**config.mk**
```make
export PLATFORM = sky130hd
export DESIGN_NAME = csel_subtractor_seq
export DESIGN_NICKNAME = d
export VERILOG_FILES = /design/src/rtl/csel_subtractor_seq.sv
export SDC_FILE = /design/constraint.sdc
export NUM_CORES = 1
export LEC_CHECK = 0
export CELL_PAD_IN_SITES_DETAIL_PLACEMENT = 1
export CELL_PAD_IN_SITES_GLOBAL_PLACEMENT = 2
export CORE_MARGIN = 2
export CORE_UTILIZATION = 30
export DETAILED_ROUTE_END_ITERATION = 8
export GPL_ROUTABILITY_DRIVEN = 0
export PLACE_DENSITY = 0.78
export SLEW_MARGIN = 20
export SYNTH_ARGS = -nofsm -noshare
export SYNTH_HDL_FRONTEND = slang
export SYNTH_SLANG_ARGS = --single-unit
```
**constraint.sdc**
```tcl
create_clock -name clk -period 2.7 [get_ports clk]
set_input_delay 0.27 -clock clk [delete_from_list [all_inputs] [get_ports clk]]
set_output_delay 0.27 -clock clk [all_outputs]
set_load 0.05 [all_outputs]
```
**src/rtl/csel_subtractor_seq.sv**
```systemverilog
// -----------------------------------------------------------------------------
// csel_subtractor_seq
//
// Multi-cycle carry-select subtractor: diff = a - b - bin (modulo 2^WIDTH),
// one CHUNK-bit slice per clock, LSB slice first. Each slice is subtracted
// twice in parallel (borrow-in 0 and borrow-in 1). The running borrow picks
// which candidate is kept and which borrow propagates to the next slice.
//
// Parameters:
//   WIDTH - operand/result width (must be an integer multiple of CHUNK)
//   CHUNK - slice width processed per cycle; NSLICE = WIDTH/CHUNK cycles/op
//
// Ports:
//   clk   in   rising-edge clock
//   rst_n in   asynchronous active-low reset (aborts any operation)
//   start in   request, only sampled while idle
//   a     in   minuend, captured on accepted start
//   b     in   subtrahend, captured on accepted start
//   bin   in   borrow-in, captured on accepted start
//   busy  out  high while an operation is running or completing
//   done  out  one-cycle pulse, result valid
//   diff  out  registered difference (holds until the next accepted start)
//   bout  out  registered borrow-out (1 when a < b + bin, unsigned)
//   ovf   out  (only with CSEL_SUB_OVF_EN) signed two's-complement overflow
//
// Optional feature: define CSEL_SUB_OVF_EN to add the ovf output.
// -----------------------------------------------------------------------------
module csel_subtractor_seq #(
  parameter int WIDTH = 16,
  parameter int CHUNK = 4
) (
  input  logic             clk,
  input  logic             rst_n,
  input  logic             start,
  input  logic [WIDTH-1:0] a,
  input  logic [WIDTH-1:0] b,
  input  logic             bin,
  output logic             busy,
  output logic             done,
  output logic [WIDTH-1:0] diff,
  output logic             bout
`ifdef CSEL_SUB_OVF_EN
  ,
  output logic             ovf
`endif
);

  localparam int NSLICE = WIDTH / CHUNK;
  localparam int IDXW   = (NSLICE > 1) ? $clog2(NSLICE) : 1;
  localparam logic [IDXW-1:0] LAST_IDX = IDXW'(NSLICE - 1);

  typedef enum logic [1:0] {
    IDLE = 2'd0,
    RUN  = 2'd1,
    DONE = 2'd2
  } state_t;

  // One slice candidate: CHUNK result bits plus the borrow in the MSB.
  function automatic logic [CHUNK:0] slice_sub(
    input logic [CHUNK-1:0] x,
    input logic [CHUNK-1:0] y,
    input logic             bi
  );
    slice_sub = {1'b0, x} - {1'b0, y} - {{CHUNK{1'b0}}, bi};
  endfunction

  state_t           state_r,  state_n;
  logic [WIDTH-1:0] a_r,      a_n;
  logic [WIDTH-1:0] b_r,      b_n;
  logic [IDXW-1:0]  idx_r,    idx_n;
  logic             borrow_r, borrow_n;
  logic [WIDTH-1:0] diff_r,   diff_n;
  logic             bout_r,   bout_n;
  logic             done_r,   done_n;
  logic             busy_r,   busy_n;
`ifdef CSEL_SUB_OVF_EN
  logic             ovf_r,    ovf_n;
`endif

  logic [CHUNK-1:0] a_slice_s;
  logic [CHUNK-1:0] b_slice_s;
  logic [CHUNK:0]   d0_s;
  logic [CHUNK:0]   d1_s;
  logic [CHUNK:0]   sel_s;

  // Current slice of the captured operands and both borrow-in candidates.
  always_comb begin
    a_slice_s = a_r[idx_r*CHUNK +: CHUNK];
    b_slice_s = b_r[idx_r*CHUNK +: CHUNK];
    d0_s      = slice_sub(a_slice_s, b_slice_s, 1'b0);
    d1_s      = slice_sub(a_slice_s, b_slice_s, 1'b1);
    if (borrow_r) begin
      sel_s = d1_s;
    end else begin
      sel_s = d0_s;
    end
  end

  // Next-state and next-output logic for the IDLE/RUN/DONE sequencer.
  always_comb begin
    state_n  = state_r;
    a_n      = a_r;
    b_n      = b_r;
    idx_n    = idx_r;
    borrow_n = borrow_r;
    diff_n   = diff_r;
    bout_n   = bout_r;
    done_n   = 1'b0;
    busy_n   = busy_r;
`ifdef CSEL_SUB_OVF_EN
    ovf_n    = ovf_r;
`endif
    case (state_r)
      IDLE: begin
        if (start) begin
          a_n      = a;
          b_n      = b;
          borrow_n = bin;
          idx_n    = {IDXW{1'b0}};
          busy_n   = 1'b1;
          state_n  = RUN;
        end else begin
          busy_n   = 1'b0;
        end
      end
      RUN: begin
        busy_n   = 1'b1;
        // diff is deliberately not cleared on start; slices are overwritten in turn.
        diff_n[idx_r*CHUNK +: CHUNK] = sel_s[CHUNK-1:0];
        borrow_n = sel_s[CHUNK];
        if (idx_r == LAST_IDX) begin
          bout_n  = sel_s[CHUNK];
          done_n  = 1'b1;
          idx_n   = {IDXW{1'b0}};
          state_n = DONE;
`ifdef CSEL_SUB_OVF_EN
          // Signs of operands differ and result sign differs from the minuend.
          ovf_n   = (a_r[WIDTH-1] ^ b_r[WIDTH-1]) & (diff_n[WIDTH-1] ^ a_r[WIDTH-1]);
`endif
        end else begin
          idx_n   = idx_r + IDXW'(1);
        end
      end
      DONE: begin
        busy_n  = 1'b0;
        state_n = IDLE;
      end
      default: begin
        busy_n  = 1'b0;
        state_n = IDLE;
      end
    endcase
  end

  // State and datapath registers; reset aborts any operation in flight.
  always_ff @(posedge clk or negedge rst_n) begin
    if (!rst_n) begin
      state_r  <= IDLE;
      a_r      <= {WIDTH{1'b0}};
      b_r      <= {WIDTH{1'b0}};
      idx_r    <= {IDXW{1'b0}};
      borrow_r <= 1'b0;
      diff_r   <= {WIDTH{1'b0}};
      bout_r   <= 1'b0;
      done_r   <= 1'b0;
      busy_r   <= 1'b0;
`ifdef CSEL_SUB_OVF_EN
      ovf_r    <= 1'b0;
`endif
    end else begin
      state_r  <= state_n;
      a_r      <= a_n;
      b_r      <= b_n;
      idx_r    <= idx_n;
      borrow_r <= borrow_n;
      diff_r   <= diff_n;
      bout_r   <= bout_n;
      done_r   <= done_n;
      busy_r   <= busy_n;
`ifdef CSEL_SUB_OVF_EN
      ovf_r    <= ovf_n;
`endif
    end
  end

  assign busy = busy_r;
  assign done = done_r;
  assign diff = diff_r;
  assign bout = bout_r;
`ifdef CSEL_SUB_OVF_EN
  assign ovf  = ovf_r;
`endif

endmodule

```
; Yosys cells after proc, flatten, opt, wreduce, memory -nomap -nowiden
; Cells that the tools add are included.
[totals]
register_bits = 56
latch_bits = 0
ram_bits = 0
romBits = 0
inputBits = 36
elab_cells = 41
n_memories = 0
[op_classes]
addsub = 4
mul = 0
n_div = 0
order_cmp = 0
n_eq_ne = 4
shifts = 4
n_mux = 14
bitwise_logic = 0
n_reduce_logical = 6
[op_table]
columns = op, n
row1 = 4-bit negation with 34-bit output, 1
row2 = 4-bit by 34-bit variable shift with 16-bit output (first input constant), 1
row3 = 4-bit by 34-bit variable part select with 16-bit output, 1
row4 = 16-bit by 5-bit variable part select with 4-bit output, 2
row5 = 16-bit bitwise mux, 1
row6 = 2-bit two-way mux, 4
row7 = 2-bit one-hot mux with 2 select lines, 2
row8 = 2-bit AND reduction, 4
row9 = 5-bit two-way mux, 1
row10 = 4-bit by 4-bit subtractor with 5-bit output, 1
row11 = 5-bit by 1-bit subtractor with 5-bit output (second input constant), 1
row12 = 1-bit two-way mux, 4
row13 = 2-bit != test (second input constant), 2
row14 = 1-bit one-hot mux with 2 select lines, 2
row15 = 2-bit by 1-bit adder with 2-bit output (second input constant), 1
row16 = 2-bit by 1-bit == test with 1-bit output (second input constant), 1
row17 = 2-bit == test (second input constant), 1
row18 = 2-bit logical NOT, 1
row19 = 2-bit nonzero test, 1

; Longest topological paths before layout
; Gate-level depths: netlist of run 1.
[depth]
word_depth = 6
ltp_mapped = 10

; Worst setup path before layout of run 1
; OpenSTA, ideal clock, no wires.
[synth_timing]
path_type = flip-flop to flip-flop
startpoint = register idx_r[0]
endpoint = register bout_r, in the netlist bout
setup_time_ns = 0.127
arrival_ns = 2.598
required_ns = 2.573
slack_ns = -0.026
stages_incl_launch_ff = 10
period_less_slack_ns = 2.726
cell_sequence = dfrtp_1 -> buf_2 -> mux4_2 -> ha_1 -> fa_1 -> ha_1 -> nand4_1 -> mux2i_1 -> xnor2_1 -> a21oi_1
[synth_via]
elab_chain_len = 4
word_cells_on_any_way = 7
[synth_rtl]
columns = item, line_no
row1 = "start, declared", 70  ; logic [IDXW-1:0] idx_r, idx_n;
row2 = "start signal, assigned", 161  ; idx_r <= {IDXW{1'b0}};
row3 = "start signal, assigned", 174  ; idx_r <= idx_n;
row4 = 16-bit by 5-bit variable part select with 4-bit output (on tied branches), "88, 89"
row5 = 4-bit by 4-bit subtractor with 5-bit output, 64  ; slice_sub = {1'b0, x} - {1'b0, y} - {{CHUNK{1'b0}}, bi};
row6 = 5-bit by 1-bit subtractor with 5-bit output, 64
row7 = 5-bit two-way mux, 92  ; if (borrow_r) begin
row8 = "end signal, assigned", 177  ; bout_r <= bout_n;
row9 = "end, declared", 73  ; logic bout_r, bout_n;
; Parallel ways exist; a longest one is shown, timed or not.
; A chain may end at the register's enable or synchronous reset.

; Final worst setup path of run 1
; Ends and elaborated chain as after synthesis.

==> results of run 1 <==
per-stage QoR:
stage | hold WS (ns) | instance area (µm²) | setup TNS (ns) | std cells | setup WS (ns)
after global routing | 0.310 | 3470 | -0.00419 | 379 | -0.00419
after detailed placement | 0.0966 | 3320 | 0 | 369 | 0.0796
after CTS | 0.295 | 3440 | 0 | 378 | 0.0202
final | 0.300 | 3470 | 0 | 379 | 0.150
after global placement | 0.0958 | 3320 | 0 | 369 | 0.173
after floorplan | -0.0256 | 2620 | 0 | 204 | 0.0418
path summary, 6_finish.rpt:
path	startpoint	endpoint	slack [ns]	cells past startpoint
worst max-delay path	idx_r[0]	bout	0.15	8
worst min-delay path	rst_n	diff[10]	0.30	2
worst max register to register	idx_r[0]	bout	0.15	8
worst min register to register	diff[4]	diff[4]	0.48	2
max in group asynchronous	rst_n	idx_r[0]	1.81	3
min in group clk	diff[4]	diff[4]	0.48	2
cell usage in the layout, fill, tap and decap left out, types with 2 or more instances in the layout:
| cell type | count |
|---|---|
| mux2i_1 | 2 |
| mux2_2 | 33 |
| dfrtp_1 | 55 |
| ha_1 | 9 |
| clkbuf_8 | 5 |
| o21ai_0 | 18 |
| nand2_1 | 23 |
| nand2b_1 | 2 |
| mux4_2 | 8 |
| inv_1 | 13 |
| a21oi_1 | 2 |
| buf_4 | 11 |
| nand3_1 | 2 |
| nand4_1 | 4 |
| nor2_1 | 6 |
| xnor2_1 | 4 |
| clkdlybuf4s50_1 | 53 |
state kept, by name, indices dropped and copies added (netlist names):
register  count
a_r          16
b_r          16
borrow_r      1
bout          1
busy          1
diff         16
done          1
idx_r         2
state_r       2
critical path, cell delays in order (launching register included):
cell and delay [ns]:
dfrtp_2 0.43, mux4_2 0.51, ha_2 0.21, fa_2 0.60, ha_4 0.15, nand4_1 0.08
mux2i_1 0.18, xnor2_1 0.17, a21oi_1 0.10
cell usage after synthesis:
library cell  number
xor2_2             1
mux2_2            33
o21ai_1            1
a21o_2             1
ha_1              11
dfrtp_1           56
buf_2              1
nor2_1             6
nand2b_1           2
mux2i_1            2
a21oi_1            2
nor3b_1            1
o21bai_1           1
clkbuf_1           2
o2bb2ai_1          1
nor4_1             1
xor2_1             1
nor3b_2            1
mux4_2             8
buf_4              3
xnor2_1            4
and3_1             1
inv_1             13
nand2_1           23
fa_1               1
nand4_1            4
clkbuf_2           1
nand3_1            2
o21ai_0           18
a22oi_1            1
nor2b_1            1
routing by layer:
metal | up-vias | track usage | part of all wire
met3 | 6 | 0.0288 | 0.047
li1 | 837 | - | -
met2 | 43 | 0.208 | 0.49
met4 | 0 | 0.0417 | 0.014
met1 | 845 | 0.162 | 0.45
met5 | - | 0 | 0
repair_timing:
action                                  CTS  global route
gates resized for setup                   0             5
hold buffers                              1             0
hold endpoints to repair                  4             0
buffers inserted                          0             1
endpoints found under the setup margin    0            14
area by class of cell:
type / instances / area share
Multi-Input combinational cell: 128 / 0.330
Timing Repair Buffer: 66 / 0.181
Sequential cell: 56 / 0.404
Tap cell: 108 / 0.0390
Clock inverter: 2 / 0.0101
Inverter: 13 / 0.0141
Clock buffer: 6 / 0.0209
cells by family (layout without fill, tap and decap cells):
| kind of cell | count (synthesis) | count (layout) | share of synthesized area |
|---|---|---|---|
| flip-flops | 56 | 56 | 0.536 |
| buffers and inverters | 20 | 87 | 0.0340 |
| XOR/XNOR | 6 | 6 | 0.0230 |
| AND/OR/NAND/NOR | 42 | 42 | 0.0747 |
| adder cells (fa/ha/maj) | 12 | 12 | 0.0603 |
| multiplexers | 43 | 43 | 0.219 |
| AO/OA/AOI/OAI | 25 | 25 | 0.0527 |
==> metrics.cfg, run 1 <==
[sta]
skew_ns = 0.00756
drv_slew = 0
finalCritPeriodShare = 0.944
hold_viol = 0
worst_pin_slew_ns = 0.496
fmax_mhz = 392
setup_viol = 0
period_needed_ns = 2.55
relSlewSlack = 0.668

[route]
avgViaCountPerCell = 4.57
finalWirelength_um = 5630
firstDrtPassIters = 4
route.vias.total = 1731
drc = 0
ant_nets = 0
drtIter0Drc = 51
post_drt_wl_per_cell_um = 14.8

[grt]
grt_max_degree = 34
overflow = 0
grt_pass1_vias = 1883
antenna_found_initial = 0
grt_pass1_wl_um = 9400
grt_usage = 0.125

[logic_synthesis]
syn-num-nets = 252
synth_area_leader_cell = dfrtp_1
synth_cell_types = 31
synth_area_mm2 = 0.00261
synth_warnings = 0
synth.avg_cell_area_um2 = 12.8
synth.top_cell.area_share = 0.536
ys_ff_latch = 56
yosysSeqAreaShare = 0.536
synth_area_leaders = dfrtp_1 (54%), mux2_2 (14%), mux4_2 (6.9%), ha_1 (5.3%), o21ai_0 (3.4%)
syn_inst = 204

[cts]
cts_buffers = 5
cts_sinks = 56
clk_pin_slew_ns = 0.10
root_buffer = clkbuf_8
htree_levels = 2
clock_path_buffers = 2
worstSkewPairLatency_ns = 0.31
cts_tree = yes

[cells_and_area]
syn2layout_area_growth_pct = 32.8
diodes = 0
final_util = 0.404
nets = 318
multi_input_area_mm2 = 0.00115
drive_gt1_frac = 0.247
ff_latch_area_mm2 = 0.00140
fillCellCount = 932

[floorplan]
coreArea_mm2 = 0.00859
io_pins = 55
start_util = 0.304
num_rows = 34
die_w_um = 97.3
die_h_um = 97.3
die_area_mm2 = 0.00947

[worst_setup_path]
worst_setup_path_end_kind = register
cp-start-kind = register
cp_max_fo = 5
arrival_ns = 2.74
crit_type = reg2reg
crit_required_ns = 2.89

[place]
io_buffer_count = 54
dp_hpwl_um = 4370

[run]
maxCapViolations = 0

[outcome]
status = complete, no violations

[worst_hold_path]
hold_path.class = in2async

Power of run 1 is not shown: default switching activity piles up to over one toggle a cycle in this logic, so the estimate is an artifact.
==> run 2: changes to the inputs <==
Settings changed: CORE_MARGIN 2 to 5.
==> run 2 against run 1 <==
Global-route usage fell by 0.45 points. First-iteration DRC count fell by 16%. Design area is 1.2% lower. Fmax up 0.13%. Count of clock-buffer cells in the layout unchanged. Critical path depth down 2. Sequential cell count stayed put. Via count grew 3.8%. Wire length increased by 5.4%. Non-clock buffer count down 1.
==> metrics.cfg, run 2 (synthesized netlist as in run 1, its figures left out) <==
[outcome]
status = complete, no violations  ; unchanged

[worst_setup_path]
cpLargestDelayFamily = adder cells  ; unchanged
worst_setup_path_end_kind = register  ; unchanged
critPathSlowestCell = fa_1  ; was fa_2
crit_chain = mux4_2 -> ha_1 -> fa_1 -> ha_2 -> mux2_2 -> o21ai_0  ; was mux4_2 -> ha_2 -> fa_2 -> ha_4 -> nand4_1 -> mux2i_1 -> xnor2_1 -> a21oi_1
cp-start-kind = register  ; unchanged
max_stage_delay_ns = 0.54  ; was 0.60 ns
cp_num_buf_inv = 0  ; unchanged
crit_type = reg2reg  ; unchanged
arrival_ns = 2.77  ; was 2.74 ns
crit_required_ns = 2.92  ; was 2.89 ns
cp_max_fo = 5  ; unchanged

[run]
maxCapViolations = 0  ; unchanged

[route]
ant_nets = 0  ; unchanged
drc = 0  ; unchanged
route.vias.total = 1796  ; was 1731
firstDrtPassIters = 4  ; unchanged
drtIter0Drc = 43  ; was 51
avgViaCountPerCell = 4.76  ; was 4.57
post_drt_wl_per_cell_um = 15.7  ; was 14.8 µm
finalWirelength_um = 5930  ; was 5630 µm

[floorplan]
coreArea_mm2 = 0.00859  ; unchanged
num_rows = 34  ; unchanged
die_w_um = 103  ; was 97.3 µm
start_util = 0.304  ; unchanged
die_h_um = 103  ; was 97.3 µm
die_area_mm2 = 0.0107  ; was 0.00947 mm²
io_pins = 55  ; unchanged

[sta]
tns_ns = 0  ; unchanged
period_needed_ns = 2.55  ; about the same
relSlewSlack = 0.667  ; was 0.668
fmax_mhz = 393  ; was 392 MHz
setup_viol = 0  ; unchanged
hold_viol = 0  ; unchanged
rsz0062_at_grt = no
skew_ns = 0.00378  ; was 0.00756 ns
worst_pin_slew_ns = 0.498  ; was 0.496 ns
finalCritPeriodShare = 0.943  ; was 0.944
drv_slew = 0  ; unchanged

[worst_hold_path]
hold_path.class = in2async  ; unchanged

[cells_and_area]
diodes = 0  ; unchanged
final_common_cell = dfrtp_1  ; unchanged
final_cell_mix = dfrtp_1 (55), clkdlybuf4s50_1 (53), mux2_2 (33)  ; unchanged
syn2layout_area_growth_pct = 31.2  ; was 32.8%
drive_gt1_frac = 0.234  ; was 0.247
nets = 317  ; was 318

[cts]
cts_tree = yes  ; unchanged
cts_sinks = 56  ; unchanged
worstSkewPairLatency_ns = 0.30  ; was 0.31 ns
clock_path_buffers = 2  ; unchanged
cts_buffers = 5  ; unchanged
htree_levels = 2  ; unchanged
root_buffer = clkbuf_8  ; unchanged
clk_pin_slew_ns = 0.09  ; was 0.10 ns

[grt]
overflow = 0  ; unchanged
grt_max_degree = 57  ; was 34
antenna_found_initial = 0  ; unchanged
grt_usage = 0.121  ; was 0.125
grt_pass1_wl_um = 10100  ; was 9400 µm
grt_pass1_vias = 2002  ; was 1883

[place]
io_buffer_count = 54  ; unchanged
dp_hpwl_um = 4620  ; was 4370 µm

[run 2: changes by cell type in the layout (fill, tap and decap cells not counted), sizes merged]
cell and change:
bufinv -1, buf -1
[run 2: cell type report]
| type | count | area, µm² |
|---|---|---|
| Inverter | 13 | 48.8 |
| Fill cell | 930 | 5160 |
| Tap cell | 108 | 135 |
| Clock buffer | 6 | 72.6 |
| Timing Repair Buffer | 65 | 633 |
| Clock inverter | 1 | 5.00 |
| Sequential cell | 56 | 1400 |
| Multi-Input combinational cell | 128 | 1130 |
[run 2: path summary, 6_finish.rpt]
check / start / endpoint / slack (ns) / depth (start not counted)
max in group asynchronous: rst_n / idx_r[0] / 1.93 / 3
max reg2reg: idx_r[0] / diff[1] / 0.15 / 6
max: idx_r[0] / diff[1] / 0.15 / 6
min reg2reg: diff[9] / diff[9] / 0.49 / 2
min in group clk: diff[9] / diff[9] / 0.49 / 2
min: rst_n / diff[6] / 0.49 / 3
[run 2: worst min-delay path: stages]
cell and delay, ns:
dlygate4sd3_1 0.52, buf_2 0.12, buf_12 0.27
[run 2: through the flow]
stage               std cells  hold WS (ns)  setup WS (ns)  instance area (µm²)  utilization
finish                    377         0.485          0.154                 3430        0.399
global route              377         0.517         0.0133                 3430        0.399
CTS                       376         0.494         0.0830                 3420        0.398
detailed placement        368         0.294          0.109                 3330        0.387
global placement          368         0.295          0.168                 3330        0.387
floorplan                 204       -0.0256         0.0418                 2620            -
[run 2: routing by layer]
| layer | wire (µm) | GRT usage | vias to the layer above |
|---|---|---|---|
| met5 | 0 | 0 | - |
| met4 | 7 | 0.0209 | 0 |
| met3 | 275 | 0.0315 | 2 |
| met2 | 3040 | 0.209 | 45 |
| met1 | 2600 | 0.155 | 912 |
| li1 | - | - | 837 |
[run 2: repair_timing]
action	4_1_cts	5_1_grt
hold endpoints to repair	56	0
endpoints found under the setup margin	0	5
buffers inserted	0	1
hold buffers	1	0
resized for setup	0	3
Power of run 2 is left out for the same reason.
